<file path="src/rtl/rv_fetch_queue.sv">
// rv_fetch_queue: sequential instruction fetch with bounded outstanding reads feeding a DEPTH-entry decode queue
// Optional build macro FETCH_QUEUE_BYPASS_EN: an empty queue presents a bus response to decode in the same cycle.
module rv_fetch_queue #(
  parameter int XLEN = 32,
  parameter int DEPTH = 4,
  parameter logic [XLEN-1:0] RVEC = '0,
  parameter int MAX_OS = 2
) (
  input  logic                         clk,
  input  logic                         rst,
  input  logic                         redirect,
  input  logic [XLEN-1:0]              redirect_pc,
  output logic                         mem_req,
  output logic [XLEN-1:0]              mem_addr,
  input  logic                         mem_gnt,
  input  logic                         mem_rvalid,
  input  logic [XLEN-1:0]              mem_rdata,
  input  logic                         mem_err,
  output logic                         inst_valid,
  input  logic                         inst_ready,
  output logic [XLEN-1:0]              inst,
  output logic [XLEN-1:0]              inst_pc,
  output logic                         inst_err,
  output logic [$clog2(MAX_OS+1)-1:0]  os_count
);
  localparam int AW = $clog2(DEPTH);
  localparam int CW = $clog2(DEPTH + 1);
  localparam int OW = $clog2(MAX_OS + 1);
  localparam int PW = (MAX_OS > 1) ? $clog2(MAX_OS) : 1;
  logic [XLEN-1:0] pc_q, pc_d;
  logic [XLEN-1:0] dat_q [DEPTH];
  logic [XLEN-1:0] ipc_q [DEPTH];
  logic [DEPTH-1:0] err_q;
  logic [XLEN-1:0] opc_q [MAX_OS];
  logic [AW-1:0] wp_q, wp_d, rp_q, rp_d;
  logic [CW-1:0] cnt_q, cnt_d;
  logic [OW-1:0] os_q, os_d, drop_q, drop_d;
  logic [PW-1:0] ow_q, ow_d, or_q, or_d;
  logic [XLEN-1:0] resp_pc;
  logic issue, keep, byp, head, pop, take, push;
  // Issue credit, response steering, head presentation and next-state arithmetic
  always_comb begin
    mem_req = !rst && !redirect && (32'(os_q) < 32'(MAX_OS)) && (32'(cnt_q) + 32'(os_q) < 32'(DEPTH));
    mem_addr = pc_q;
    issue = mem_req && mem_gnt;
    keep = mem_rvalid && (drop_q == '0) && !redirect;
    resp_pc = opc_q[or_q];
`ifdef FETCH_QUEUE_BYPASS_EN
    byp = keep && (cnt_q == '0);
`else
    byp = 1'b0;
`endif
    head = cnt_q != '0;
    inst_valid = head || byp;
    inst = head ? dat_q[rp_q] : (byp ? mem_rdata : '0);
    inst_pc = head ? ipc_q[rp_q] : (byp ? resp_pc : '0);
    inst_err = head ? err_q[rp_q] : (byp && mem_err);
    os_count = os_q;
    pop = head && inst_ready && !redirect;
    take = byp && inst_ready;
    push = keep && !take;
    pc_d = redirect ? {redirect_pc[XLEN-1:2], 2'b00} : (issue ? pc_q + XLEN'(4) : pc_q);
    os_d = os_q + OW'(issue) - OW'(mem_rvalid);
    drop_d = redirect ? os_q - OW'(mem_rvalid) : ((mem_rvalid && drop_q != '0) ? drop_q - OW'(1) : drop_q);
    cnt_d = redirect ? '0 : cnt_q + CW'(push) - CW'(pop);
    wp_d = redirect ? '0 : wp_q + AW'(push);
    rp_d = redirect ? '0 : rp_q + AW'(pop);
    ow_d = issue ? ((ow_q == PW'(MAX_OS - 1)) ? '0 : ow_q + PW'(1)) : ow_q;
    or_d = mem_rvalid ? ((or_q == PW'(MAX_OS - 1)) ? '0 : or_q + PW'(1)) : or_q;
  end
  // Control state: fetch PC, queue pointers, outstanding and drop counters
  always_ff @(posedge clk) begin
    if (rst) begin
      pc_q <= RVEC;
      wp_q <= '0;
      rp_q <= '0;
      cnt_q <= '0;
      os_q <= '0;
      drop_q <= '0;
      ow_q <= '0;
      or_q <= '0;
    end else begin
      pc_q <= pc_d;
      wp_q <= wp_d;
      rp_q <= rp_d;
      cnt_q <= cnt_d;
      os_q <= os_d;
      drop_q <= drop_d;
      ow_q <= ow_d;
      or_q <= or_d;
    end
  end
  // Storage: queue entries on push, issue-order PCs on issue; contents are don't-care while unoccupied
  always_ff @(posedge clk) begin
    if (push) begin
      dat_q[wp_q] <= mem_rdata;
      ipc_q[wp_q] <= resp_pc;
      err_q[wp_q] <= mem_err;
    end
    if (issue) opc_q[ow_q] <= pc_q;
  end
endmodule

</file>
<file path="config.mk">
export PLATFORM = sky130hd
export DESIGN_NAME = rv_fetch_queue
export DESIGN_NICKNAME = d
export VERILOG_FILES = /design/src/rtl/rv_fetch_queue.sv
export SDC_FILE = /design/constraint.sdc
export NUM_CORES = 1
export LEC_CHECK = 0
export BUFFER_PORTS_ARGS = -buffer_cell sky130_fd_sc_hd__clkbuf_2
export CORE_UTILIZATION = 58
export CTS_CLUSTER_SIZE = 24
export DETAILED_ROUTE_END_ITERATION = 16
export GPL_TIMING_DRIVEN = 0
export PLACE_DENSITY = 0.8
export SLEW_MARGIN = 25
export SYNTH_ARGS = -nofsm -noshare
export SYNTH_HDL_FRONTEND = slang
export SYNTH_SLANG_ARGS = --single-unit
</file>
<file path="constraint.sdc">
create_clock -name clk -period 9.4 [get_ports clk]
set_input_delay 1.41 -clock clk [delete_from_list [all_inputs] [get_ports clk]]
set_output_delay 1.41 -clock clk [all_outputs]
set_load 0.01 [all_outputs]
</file>
==> flow_metrics.env <==
export IMPL_outcome="finished, final reports clean"
export IMPL_grt_pass1_vias=7938
export IMPL_dieArea_sq_um=24890
export IMPL_first_iter_violations=693
export IMPL_grt_pass1_wl_um=44020
export IMPL_cts_tree="built"
export IMPL_ant_nets=0
export IMPL_final_max_slew_viol_count=0
export IMPL_multiInputGateArea_sq_um=3635
export IMPL_hold_violations=0
export IMPL_routabilityCongestion=0.9450
export IMPL_ys_types=50
export IMPL_r2r_end="os_count[1]"
export IMPL_maxCapViolCount=0
export IMPL_hpwl_um=19330
export IMPL_die_w_um=157.8
export IMPL_worstSkewPairLatency_ns=0.51
export IMPL_synth_ff_type="edfxtp_1"
export IMPL_grt_max_degree=46
export IMPL_routedWlPerCell_um=21.04
export IMPL_antenna_found_initial=0
export IMPL_die_h_um=157.8
export IMPL_hold_class="reg -> reg"
export IMPL_fp_coreArea_sq_um=23610
export IMPL_synthTopCellsByArea="edfxtp_1 67%, mux4_2 10%, dfxtp_1 6.3%"
export IMPL_startpoint="rp_q[0]"
export IMPL_synth_edf_count=312
export IMPL_totalPowerFinal_mw=3.447
export IMPL_power_density_nw_per_um2=204.5
export IMPL_io_buffers=165
export IMPL_crit_path_end_kind="primary output"
export IMPL_synth_common_cells="312 x edfxtp_1, 69 x and2_1, 63 x mux4_2"
export IMPL_seq_area_frac_synth_pct=72.85
export IMPL_yosysWarnings=0
export IMPL_rsz0062_at_grt="no"
export IMPL_vias=7987
export IMPL_clock_sinks=356
export IMPL_pre_cts_ws_ns=5.148
export IMPL_worstMarginPinSlew_ns=0.9217
export IMPL_area_delta_synth_final_pct=19.81
export IMPL_n_fill_cell=1517
export IMPL_postCtsHoldBufs=0
export IMPL_reg2reg_depth=11
export IMPL_synth_most_common_cell="edfxtp_1"
export IMPL_syn_cell_area_sq_um=14070
export IMPL_fin_nets=1106
export IMPL_skew_ns=0.01505
export IMPL_max_vdd_ir_drop_mv=0.1381
export IMPL_n_antenna_cell=0
export IMPL_cellLeakagePower_nw=5.882
export IMPL_synth_area_per_cell_sq_um=17.68
export IMPL_cts_buffers_inserted=37
export IMPL_ff2ff_setup_slack_ns=5.94
export IMPL_ys_async_sr_fraction_pct=0
export IMPL_drc=0
export IMPL_grt_use_total_pct=23.83
export IMPL_synth_top_area_share_pct=66.59
export IMPL_r2r_start="os_count[1]"
export IMPL_wirelength_um=28890
export IMPL_fmax_mhz=237.2
export IMPL_synth_top_cell_by_area="edfxtp_1"
export IMPL_via_per_inst=5.817
export IMPL_setup_viol=0
export IMPL_htree_levels=2
export IMPL_cts_root_buf="clkbuf_16"
export IMPL_io_pins=172
export IMPL_arrival_ns=2.81
export IMPL_num_rows=56
export IMPL_path_max_fanout=10
export IMPL_required_ns=7.99
export IMPL_cts_resized=0
export IMPL_drtPass1Iterations=5
export IMPL_relSlewSlack_pct=38.55
export IMPL_min_period_ns=4.215
export IMPL_worstSetupPathType="reg -> out"
export IMPL_drive_gt1_share_pct=34.35
export IMPL_regArea_sq_um=10250
export IMPL_worstSetupStartpointType="flop"
export IMPL_clockBufferDepth=3
export IMPL_synth_ff_latch_count=356
export IMPL_post_route_period_util_pct=44.84
export IMPL_start_util_pct=59.59
export IMPL_setup_worst_path_end="inst_pc[18]"
export IMPL_path_clk_slew_ns=0.06
export IMPL_synthCells=796
export IMPL_post_cts_setup_buffers=0
export IMPL_grt_overflow_total=0
export IMPL_setup_ws_ns=5.185
-- cells in the final DEF (no fill, tap or decap), types with 5 or more instances in the layout --
cell type,n
a21oi_1,17
a31oi_1,8
and2_1,68
buf_16,5
buf_2,7
buf_4,17
buf_6,5
clkbuf_1,33
clkbuf_16,40
clkbuf_2,166
clkinv_1,6
clkinv_2,6
dfxtp_1,44
edfxtp_1,312
ha_1,8
inv_1,12
mux2_2,33
mux4_2,63
nand2_1,31
nand3_1,12
nand4_1,16
nor2_1,32
nor3_1,7
o21ai_0,10
o311ai_0,8
or3_1,8
xnor2_1,10
xor2_1,6
-- flip-flops by register name, indices dropped and copies added, names as in the netlist, 3 cells and up, named ones only --
register	cells
opc_q	60
dat_q	128
mem_addr	30
err_q	4
ipc_q	120
cnt_q	3
-- how the worst min path moves through the flow --
stage / to / slack, ns / start / cells past startpoint
finish: opc_q[1][9] / 0.50 / mem_addr[9] / 0
global route: opc_q[0][9] / 0.53 / mem_addr[9] / 0
CTS: opc_q[0][9] / 0.50 / mem_addr[9] / 0
detailed placement: opc_q[1][9] / 0.49 / mem_addr[9] / 0
global placement: opc_q[0][9] / 0.48 / mem_addr[9] / 0
floorplan: flop / 0.48 / or_q / 2
-- where the power goes --
part           switching, mW  leakage, nW  internal (mW)
sequential            0.0300         3.20           1.76
clock                  0.579        0.607          0.874
combinational          0.114         2.08         0.0861
total                  0.723         5.88           2.72
-- cell families (layout without fill, tap and decap cells) --
group                    Yosys count  after routing  share of synthesized area (%)
AO/OA/AOI/OAI                     65             65                          3.113
XOR/XNOR                          16             16                         0.9960
adder cells (fa/ha/maj)            9              9                         0.8537
buffers and inverters             54            309                          1.618
flip-flops                       356            356                          72.85
multiplexers                      96             96                          12.73
other                              1              4                        0.02665
AND/OR/NAND/NOR                  199            199                          7.817
-- routing by layer --
layer  share of wire, %  track usage, %  vias up
li1                   -               -     3609
met1                 42           33.03     3965
met2                 48           38.35      362
met3                7.5           4.708       51
met4                2.2           7.628        0
met5                  0               0        -
-- worst max-delay path: stages (launching register included) --
cell and delay (ns):
dfxtp_1 0.33, clkbuf_1 0.59, buf_2 0.50, mux4_2 0.57, and2_1 0.17, clkbuf_2 0.12
-- metrics by stage --
step	std cells	util (%)	cell area [sq um]	TNS, ns	hold WS, ns
after floorplan	799	-	14080	0	0.4799
after global placement	1283	64.82	15310	-181.61	0.4841
after detailed placement	1306	66.19	15630	0	0.4893
after CTS	1373	71.39	16860	0	0.5031
after global routing	1373	71.39	16860	0	0.5290
final	1373	71.39	16860	0	0.5033
-- cell type report --
| type | count | area share, % |
|---|---|---|
| Buffer | 41 | 1.061 |
| Clock buffer | 48 | 6.235 |
| Tap cell | 319 | 2.368 |
| Timing Repair Buffer | 188 | 6.628 |
| Multi-Input combinational cell | 389 | 21.56 |
| Sequential cell | 356 | 60.80 |
| Clock inverter | 19 | 1.054 |
| Inverter | 13 | 0.2895 |
(Power assumes the default switching activity.)
